**src/rtl/imuldiv_int_muldiv_param_pkg.sv**
```systemverilog
// Shared definitions for the parametrised multiply/divide unit:
// function codes, FSM state encoding and small decode helpers.
package imuldiv_int_muldiv_param_pkg;

    localparam logic [2:0] FN_MUL  = 3'd0;
    localparam logic [2:0] FN_DIV  = 3'd1;
    localparam logic [2:0] FN_DIVU = 3'd2;
    localparam logic [2:0] FN_REM  = 3'd3;
    localparam logic [2:0] FN_REMU = 3'd4;
    localparam logic [2:0] FN_MULU = 3'd5;

    typedef enum logic [1:0] {
        ST_IDLE = 2'd0,
        ST_CALC = 2'd1,
        ST_DONE = 2'd2
    } state_t;

    function automatic logic fnIsMul(input logic [2:0] fn);
        return (fn == FN_MUL) || (fn == FN_MULU);
    endfunction

    function automatic logic fnIsSigned(input logic [2:0] fn);
        return (fn == FN_MUL) || (fn == FN_DIV) || (fn == FN_REM);
    endfunction

    function automatic logic fnIsDiv(input logic [2:0] fn);
        return (fn == FN_DIV) || (fn == FN_DIVU) || (fn == FN_REM) || (fn == FN_REMU);
    endfunction

endpackage

```
**src/rtl/imuldiv_muldiv_step.sv**
```systemverilog
// One radix-2 step of the shared datapath: shift-add multiply or
// restoring divide, selected by i_divMode. Purely combinational.
module imuldiv_muldiv_step
    import imuldiv_int_muldiv_param_pkg::*;
#(
    parameter int WIDTH = 32
) (
    input  logic             i_divMode,
    input  logic [WIDTH-1:0] i_hi,
    input  logic [WIDTH-1:0] i_lo,
    input  logic [WIDTH-1:0] i_m,
    output logic [WIDTH-1:0] o_hi,
    output logic [WIDTH-1:0] o_lo
);

    logic [WIDTH:0] w_sum;
    logic [WIDTH:0] w_remShift;
    logic           w_ge;

    // The partial remainder only needs W+1 bits transiently after the
    // shift; once D is subtracted it always fits back into W bits.
    always_comb begin
        w_sum      = {1'b0, i_hi} + (i_lo[0] ? {1'b0, i_m} : '0);
        w_remShift = {i_hi, i_lo[WIDTH-1]};
        w_ge       = (w_remShift >= {1'b0, i_m});
        if (i_divMode) begin
            o_hi = w_ge ? WIDTH'(w_remShift - {1'b0, i_m}) : w_remShift[WIDTH-1:0];
            o_lo = {i_lo[WIDTH-2:0], w_ge};
        end else begin
            o_hi = w_sum[WIDTH:1];
            o_lo = {w_sum[0], i_lo[WIDTH-1:1]};
        end
    end

endmodule

```
**src/rtl/imuldiv_int_muldiv_param.sv**
```systemverilog
// Iterative signed/unsigned multiply, divide and remainder unit with a
// val/rdy request/response interface; BITS_PER_CYCLE steps per clock.
module imuldiv_int_muldiv_param
    import imuldiv_int_muldiv_param_pkg::*;
#(
    parameter int WIDTH          = 32,
    parameter int BITS_PER_CYCLE = 1
) (
    input  logic               clk,
    input  logic               reset,
    input  logic [2:0]         muldivreq_msg_fn,
    input  logic [WIDTH-1:0]   muldivreq_msg_a,
    input  logic [WIDTH-1:0]   muldivreq_msg_b,
    input  logic               muldivreq_val,
    output logic               muldivreq_rdy,
    output logic [2*WIDTH-1:0] muldivresp_msg_result,
    output logic               muldivresp_val,
    input  logic               muldivresp_rdy
);

    localparam int STEPS = WIDTH / BITS_PER_CYCLE;
    localparam int CW    = (STEPS > 1) ? $clog2(STEPS) : 1;

    state_t r_state, w_nextState;

    logic [2:0]         r_fn;
    logic               r_sa, r_sb;
    logic [WIDTH-1:0]   r_a;
    logic [WIDTH-1:0]   r_m;
    logic [WIDTH-1:0]   r_hi, r_lo;
    logic [CW-1:0]      r_count;
    logic [2*WIDTH-1:0] r_result;

    logic               w_reqHs, w_respHs;
    logic               w_sa, w_sb;
    logic [WIDTH-1:0]   w_absA, w_absB;
    logic [WIDTH-1:0]   w_hiEnd, w_loEnd;
    logic [WIDTH-1:0]   w_quot, w_rem;
    logic [2*WIDTH-1:0] w_prodMag, w_prod, w_final;

    assign w_reqHs  = muldivreq_val && muldivreq_rdy;
    assign w_respHs = muldivresp_val && muldivresp_rdy;

    assign w_sa   = fnIsSigned(muldivreq_msg_fn) && muldivreq_msg_a[WIDTH-1];
    assign w_sb   = fnIsSigned(muldivreq_msg_fn) && muldivreq_msg_b[WIDTH-1];
    assign w_absA = w_sa ? -muldivreq_msg_a : muldivreq_msg_a;
    assign w_absB = w_sb ? -muldivreq_msg_b : muldivreq_msg_b;

    // Chain of single-bit steps; each stage feeds the next within one clock.
    for (genvar g = 0; g < BITS_PER_CYCLE; g++) begin : g_stage
        logic [WIDTH-1:0] w_hiIn, w_loIn, w_hiOut, w_loOut;
        if (g == 0) begin : g_first
            assign w_hiIn = r_hi;
            assign w_loIn = r_lo;
        end else begin : g_next
            assign w_hiIn = g_stage[g-1].w_hiOut;
            assign w_loIn = g_stage[g-1].w_loOut;
        end
        imuldiv_muldiv_step #(.WIDTH(WIDTH)) u_step (
            .i_divMode (!fnIsMul(r_fn)),
            .i_hi      (w_hiIn),
            .i_lo      (w_loIn),
            .i_m       (r_m),
            .o_hi      (w_hiOut),
            .o_lo      (w_loOut)
        );
    end

    assign w_hiEnd = g_stage[BITS_PER_CYCLE-1].w_hiOut;
    assign w_loEnd = g_stage[BITS_PER_CYCLE-1].w_loOut;

    // Sign fix and divide-by-zero override, applied to the final step's output.
    always_comb begin
        w_prodMag = {w_hiEnd, w_loEnd};
        w_prod    = (r_sa ^ r_sb) ? -w_prodMag : w_prodMag;
        w_quot    = (r_sa ^ r_sb) ? -w_loEnd : w_loEnd;
        w_rem     = r_sa ? -w_hiEnd : w_hiEnd;
        if (r_m == '0) begin
            w_quot = '1;
            w_rem  = r_a;
        end
        if (fnIsMul(r_fn)) begin
            w_final = w_prod;
        end else if (fnIsDiv(r_fn)) begin
            w_final = {w_rem, w_quot};
        end else begin
            w_final = '0;
        end
    end

    // State register.
    always_ff @(posedge clk or posedge reset) begin
        if (reset) begin
            r_state <= ST_IDLE;
        end else begin
            r_state <= w_nextState;
        end
    end

    // Next-state logic; DONE may go straight back to CALC for back-to-back ops.
    always_comb begin
        w_nextState = r_state;
        case (r_state)
            ST_IDLE: if (w_reqHs) w_nextState = ST_CALC;
            ST_CALC: if (r_count == '0) w_nextState = ST_DONE;
            ST_DONE: if (w_respHs) w_nextState = w_reqHs ? ST_CALC : ST_IDLE;
            default: w_nextState = ST_IDLE;
        endcase
    end

    // Handshake outputs.
    always_comb begin
        muldivreq_rdy  = (r_state == ST_IDLE) || ((r_state == ST_DONE) && muldivresp_rdy);
        muldivresp_val = (r_state == ST_DONE);
    end

    // Operand capture, iteration and result latch.
    always_ff @(posedge clk or posedge reset) begin
        if (reset) begin
            r_fn     <= '0;
            r_sa     <= 1'b0;
            r_sb     <= 1'b0;
            r_a      <= '0;
            r_m      <= '0;
            r_hi     <= '0;
            r_lo     <= '0;
            r_count  <= '0;
            r_result <= '0;
        end else if (w_reqHs) begin
            r_fn    <= muldivreq_msg_fn;
            r_sa    <= w_sa;
            r_sb    <= w_sb;
            r_a     <= muldivreq_msg_a;
            r_m     <= fnIsMul(muldivreq_msg_fn) ? w_absA : w_absB;
            r_lo    <= fnIsMul(muldivreq_msg_fn) ? w_absB : w_absA;
            r_hi    <= '0;
            r_count <= CW'(STEPS - 1);
        end else if (r_state == ST_CALC) begin
            r_hi <= w_hiEnd;
            r_lo <= w_loEnd;
            if (r_count == '0) begin
                r_result <= w_final;
            end else begin
                r_count <= r_count - CW'(1);
            end
        end
    end

    assign muldivresp_msg_result = r_result;

endmodule

```
**config.mk**
```make
export PLATFORM = sky130hd
export DESIGN_NAME = imuldiv_int_muldiv_param
export DESIGN_NICKNAME = d
export VERILOG_FILES = /design/src/rtl/imuldiv_int_muldiv_param_pkg.sv /design/src/rtl/imuldiv_muldiv_step.sv /design/src/rtl/imuldiv_int_muldiv_param.sv
export SDC_FILE = /design/constraint.sdc
export NUM_CORES = 1
export LEC_CHECK = 0
export CORE_MARGIN = 10
export CORE_UTILIZATION = 55
export CTS_CLUSTER_SIZE = 16
export DETAILED_ROUTE_END_ITERATION = 7
export GPL_ROUTABILITY_DRIVEN = 1
export PLACE_DENSITY_LB_ADDON = 0.12
export SYNTH_ARGS = -nofsm -noshare
export SYNTH_HDL_FRONTEND = slang
export SYNTH_SLANG_ARGS = --single-unit
```
**constraint.sdc**
```tcl
create_clock -name clk -period 18.7 [get_ports clk]
set_input_delay 3.74 -clock clk [delete_from_list [all_inputs] [get_ports clk]]
set_output_delay 3.74 -clock clk [all_outputs]
set_load 0.1 [all_outputs]
```
==> reports/metrics.yaml, run 1 <==
die_area_sq_mm: 0.0407
slowest_stage: "clkdlybuf4s50_1"
rsz0062_at_grt: "false"
synth_edf_count: 0
die_h_um: 202
ant_nets: 0
grt_usage_pct: 34.7
cts_root_buffer: "clkbuf_16"
fin_nets: 2596
gp_congestion: 1.01
cts_resized: 0
rows: 66
cts_buffer_depth: 3
required_ps: 14960
status: "completed"
cts_tree: "yes"
maxCapViolations: 0
drive_gt1_share_pct: 5.15
slew-limit-headroom_pct: 20.4
synthTopCellsByCount: "412 x nand2_1, 262 x o21ai_0, 204 x dfrtp_1"
dr.pass1.iters: 8
clock-sinks: 204
finalSetupViolCount: 0
cp_common_cell: "clkdlybuf4s50_1"
syn_inst: 2412
cts_buffers: 25
numPortBuffers: 136
initialDrtViolationCount: 2426
cp_max_fo: 3
crit_path_start_kind: "input pin"
avgSynthCellArea_sq_um: 7.52
grt_pass1_vias: 18100
synth_area_leaders: "dfrtp_1 28%, nand2_1 8.5%, o21ai_0 7.2%, xnor2_1 6.2%, ha_1 4.8%"
ioPinCount: 137
clk_pin_slew_ps: 50
synth.most_common_cell: "nand2_1"
cts_hold_repair.buffers: 0
fin_worst_skew_ps: 19.9
yosysTopAreaCellShare_pct: 28.1
vias_per_cell: 6.63
vias: 19300
ctsHtreeMaxLevel: 1
grt_pass1_wl_mm: 111
dp_hpwl_mm: 56.1
worst_pin_slew_ps: 1180
max_freq_mhz: 105
layout.area.seq_sq_mm: 0.00510
core_sq_mm: 0.0325
slowest_delay_ps: 1210
arrival_ps: 5800
nFillCells: 2972
tns_ps: 0
fin_crit_ps: 9540
synth_flop_cell: "dfrtp_1"
yosysTopAreaCell: "dfrtp_1"
multi_input_area_sq_mm: 0.0122
yosys_warnings: 0
yosysSeqAreaShare_pct: 28.1
syn_area_sq_mm: 0.0181
hold_viol: 0
yosysUniqueCellTypes: 98
overflow: 0
ys_ff_latch: 204
fin_crit_sh_pct: 51.0
wirelength_mm: 73.4
syn_nets: 2555
crit_buf_inv: 3
ys_async_sr_fraction_pct: 100
cp_top_family: "buffers and inverters"
path_cells: "clkdlybuf4s50_1 > inv_1 > a21oi_1 > clkdlybuf4s50_1"
antenna_found_initial: 2
cp-end-kind: "output port"
clk_latency_ps: 550
area_delta_synth_final_pct: 13.6
hp-class: "register to register"
wl_per_cell_um: 25.2
grt_max_degree: 132
cts_setup_buffers: 0
drv_slew: 0
initial_core_util_pct: 55.8
drc_errors: 0
worstSetupPathType: "input pin to output port"
die_w_um: 202
==> cell type report <==
cell class | count | share of cell area (%)
sequential | 204 | 24.8
antenna | 3 | 0.0364
clock buffer | 33 | 3.42
clock inverter | 9 | 0.850
tap | 442 | 2.68
multi-input combinational | 1986 | 59.3
inverter | 73 | 1.37
timing repair buffer | 163 | 7.59
==> metal layers <==
metal  global-route usage [%]  part of all wire [%]  vias up
met2                     52.0                    43     1156
li1                         -                     -     8741
met5                        0                 0.018        -
met1                     44.5                    40     9188
met4                     18.7                   6.0        2
met3                     9.62                    11      221
==> cells in the final DEF, fill, tap and decap left out, types with 30 or more instances in the layout <==
master,n
o221ai_1,31
nand2_1,410
inv_1,72
ha_1,70
nor3_1,51
o21ai_0,262
nor2_1,182
a21oi_1,169
clkdlybuf4s50_1,136
and2_1,46
o31ai_1,30
xor2_1,67
dfrtp_1,204
nand3_1,70
mux2i_1,40
xnor2_1,127
a31oi_1,43
==> state kept, by name, indices dropped and copies added, names as in the netlist <==
signal	flops
g_stage.w_hiIn	32
g_stage.w_loIn	32
muldivresp_msg_result	64
r_a	32
r_count	5
r_fn	3
r_m	32
r_sa	1
r_sb	1
r_state	2
==> worst min-delay path, delay by kind of cell, from the launching register on <==
kind | cells | cell delay (ps)
flip-flops | 1 | 340
AND/OR/NAND/NOR | 1 | 40
AO/OA/AOI/OAI | 1 | 60
==> per-stage QoR <==
step / setup slack, ps / instances / utilization [%] / cell area [sq um] / hold slack, ps
after global routing: 9080 / 2910 / 63.3 / 20600 / 501
after global placement: 9180 / 2868 / 60.6 / 19700 / 459
after CTS: 9170 / 2910 / 63.3 / 20600 / 477
after floorplan: 9390 / 2412 / - / 18100 / 440
after detailed placement: 9180 / 2868 / 60.6 / 19700 / 463
final: 9160 / 2913 / 63.3 / 20600 / 477
==> kinds of logic (layout without fill, tap and decap cells) <==
logic type	count (synthesis)	in the layout	share of synthesized area, %
and+or+nand+nor	932	932	23.8
adders and majority gates	72	72	5.05
DFF	204	204	28.1
other	0	3	0
AOI/OAI and AO/OA	744	744	26.3
xor gates and xnor gates	196	196	9.46
buffers and inverters	222	278	4.90
muxes	42	42	2.33
==> worst paths after layout <==
kind | start | endpoint | slack, ps | depth (start not counted)
setup / recovery | muldivresp_rdy | muldivreq_rdy | 9160 | 4
hold / removal | muldivresp_msg_result[49]$_DFFE_PP0P_ | muldivresp_msg_result[49]$_DFFE_PP0P_ | 480 | 2
setup reg to reg | r_m[22]$_DFFE_PP0P_ | muldivresp_msg_result[34]$_DFFE_PP0P_ | 12110 | 21
hold reg to reg | muldivresp_msg_result[49]$_DFFE_PP0P_ | muldivresp_msg_result[49]$_DFFE_PP0P_ | 480 | 2
max in group asynchronous | reset | r_a[5]$_DFFE_PP0P_ | 13300 | 3
min in group asynchronous | reset | muldivresp_msg_result[30]$_DFFE_PP0P_ | 3810 | 2
Power of run 1 is left out: the tool's default activity adds up to more than one toggle a clock period on the data nets, which glitch-free logic cannot reach.
==> run 2, diff against run 1 <==
==> constraint.sdc (replaced) <==
create_clock -name clk -period 9.7 [get_ports clk]
set_input_delay 1.94 -clock clk [delete_from_list [all_inputs] [get_ports clk]]
set_output_delay 1.94 -clock clk [all_outputs]
set_load 0.1 [all_outputs]
==> reports/metrics.yaml, run 2 (synthesis results as in run 1) <==
clk_pin_slew_ps: 70  # +20 ps
fin_nets: 2597  # +0.039%
max_freq_mhz: 159
clock-sinks: 204  # unchanged
dr.pass1.iters: 6  # -2
hp-start: "muldivresp_msg_result[31]$_DFFE_PP0P_"
slew-limit-headroom_pct: 19.6  # -0.81 points
antenna_found_initial: 8  # +6
maxCapViolations: 0  # unchanged
cp-end-kind: "register"
clk_latency_ps: 560  # about the same
required_ps: 10100  # -4860 ps
largest_register_ffs: 64  # unchanged
numPortBuffers: 136  # unchanged
cts_root_buffer: "clkbuf_16"
wirelength_mm: 74.2  # +1.1%
grt_pass1_vias: 18200  # +0.96%
fin_crit_ps: 6290
multi_input_area_sq_mm: 0.0122  # about the same
antenna-diode-count: 0  # -3
drv_slew: 0  # unchanged
min_to: "muldivresp_msg_result[31]$_DFFE_PP0P_"
die_area_sq_mm: 0.0407  # unchanged
layout_common_cells: "410 x nand2_1, 262 x o21ai_0, 204 x dfrtp_1, 182 x nor2_1, 169 x a21oi_1"
cp_max_fo: 18  # +15
crit_path_start_kind: "register"
rr_endpoint: "muldivresp_msg_result[52]$_DFFE_PP0P_"
finalSetupViolCount: 0  # unchanged
status: "completed"
min_path_cells: 2  # unchanged
grt_pass1_wl_mm: 112  # +1.3%
arrival_ps: 6690  # +890 ps
worst_pin_slew_ps: 1200  # +28.3 ps
ioPinCount: 137  # unchanged
die_h_um: 202  # unchanged
grt_max_degree: 103  # -22%
overflow: 0  # unchanged
ant_nets: 0  # unchanged
tns_ps: 0  # unchanged
ctsHtreeMaxLevel: 1  # unchanged
die_w_um: 202  # unchanged
drc_errors: 0  # unchanged
final_common_cell: "nand2_1"
layout.area.seq_sq_mm: 0.00510  # unchanged
rows: 66  # unchanged
cts_buffer_depth: 3  # unchanged
r2r_setup_slack_ps: 3410  # -8700 ps
core_sq_mm: 0.0325  # unchanged
cts_tree: "yes"
initial_core_util_pct: 55.8  # unchanged
vias: 19300  # +0.12%
drive_gt1_share_pct: 5.30  # +0.16 points
hold_viol: 0  # unchanged
cts_resized: 0  # unchanged
area_delta_synth_final_pct: 13.2
reg2reg_depth: 18  # -14%
rsz0062_at_grt: "false"
initialDrtViolationCount: 2486  # +2.5%
nFillCells: 2982  # +0.34%
regToRegStartpoint: "g_stage[0].w_hiIn[0]$_DFFE_PP0P_"
worstSetupPathType: "register to register"
vias_per_cell: 6.64  # +0.12%
cts_setup_buffers: 0  # unchanged
gp_congestion: 1.03  # +1.7%
fin_worst_skew_ps: 17.6  # -2.34 ps
cts_buffers: 25  # unchanged
hp-class: "register to register"
fin_crit_sh_pct: 64.8
cts_hold_repair.buffers: 0  # unchanged
wl_per_cell_um: 25.5  # +1.1%
dp_hpwl_mm: 57.0  # +1.5%
grt_usage_pct: 35.1  # +0.47 points
-- run 2: area by class of cell --
class	count	area share, %
Multi-Input combinational cell	1986	59.4
Sequential cell	204	24.8
Timing Repair Buffer	164	7.65
Clock buffer	33	3.48
Tap cell	442	2.69
Inverter	73	1.37
Clock inverter	11	0.566
-- run 2: how the worst max path moves through the flow --
stage | endpoint | start | depth (start not counted)
final | muldivresp_msg_result[52]$_DFFE_PP0P_ | g_stage[0].w_hiIn[0]$_DFFE_PP0P_ | 18
after CTS | muldivresp_msg_result[60]$_DFFE_PP0P_ | r_m[1]$_DFFE_PP0P_ | 19
after global placement | r_m[29]$_DFFE_PP0P_ | muldivreq_msg_a[7] | 13
after detailed placement | r_m[29]$_DFFE_PP0P_ | muldivreq_msg_a[7] | 13
after global routing | muldivresp_msg_result[52]$_DFFE_PP0P_ | r_m[8]$_DFFE_PP0P_ | 19
after floorplan | g_stage[0].w_hiIn[0]$_DFFE_PP0P_ | reset | 1
-- run 2: critical path: stages, from the launching register on --
cell      delay, ps
dfrtp_1         470
ha_1            420
nor2b_1         210
o31ai_4         300
a21o_4          210
a21oi_4          80
o211ai_2        150
buf_4           300
nand2_2         390
o311ai_2        650
ha_1            400
inv_1            90
a211oi_1        320
nand4_2         350
nor3_2          910
a31oi_1         190
xor2_1          210
a222oi_1        360
o21ai_1         100
-- run 2: stage by stage --
step | util [%] | std cells | hold WS [ps] | area, sq um | setup slack, ps
3_5_place_dp | 60.6 | 2869 | 464 | 19700 | 3730
6_report | 63.1 | 2913 | 478 | 20500 | 3410
2_1_floorplan | - | 2412 | 440 | 18100 | 2190
4_1_cts | 63.1 | 2913 | 480 | 20500 | 3700
5_1_grt | 63.1 | 2913 | 505 | 20500 | 3040
3_3_place_gp | 60.6 | 2869 | 459 | 19700 | 3780
-- run 2: layer usage --
metal / global-route usage (%) / share of wire, %
met1: 44.9 / 39
met2: 52.6 / 42
met3: 9.49 / 11
met4: 20.0 / 6.9
met5: 0 / 0.096
Power of run 2 is left out for the same reason.
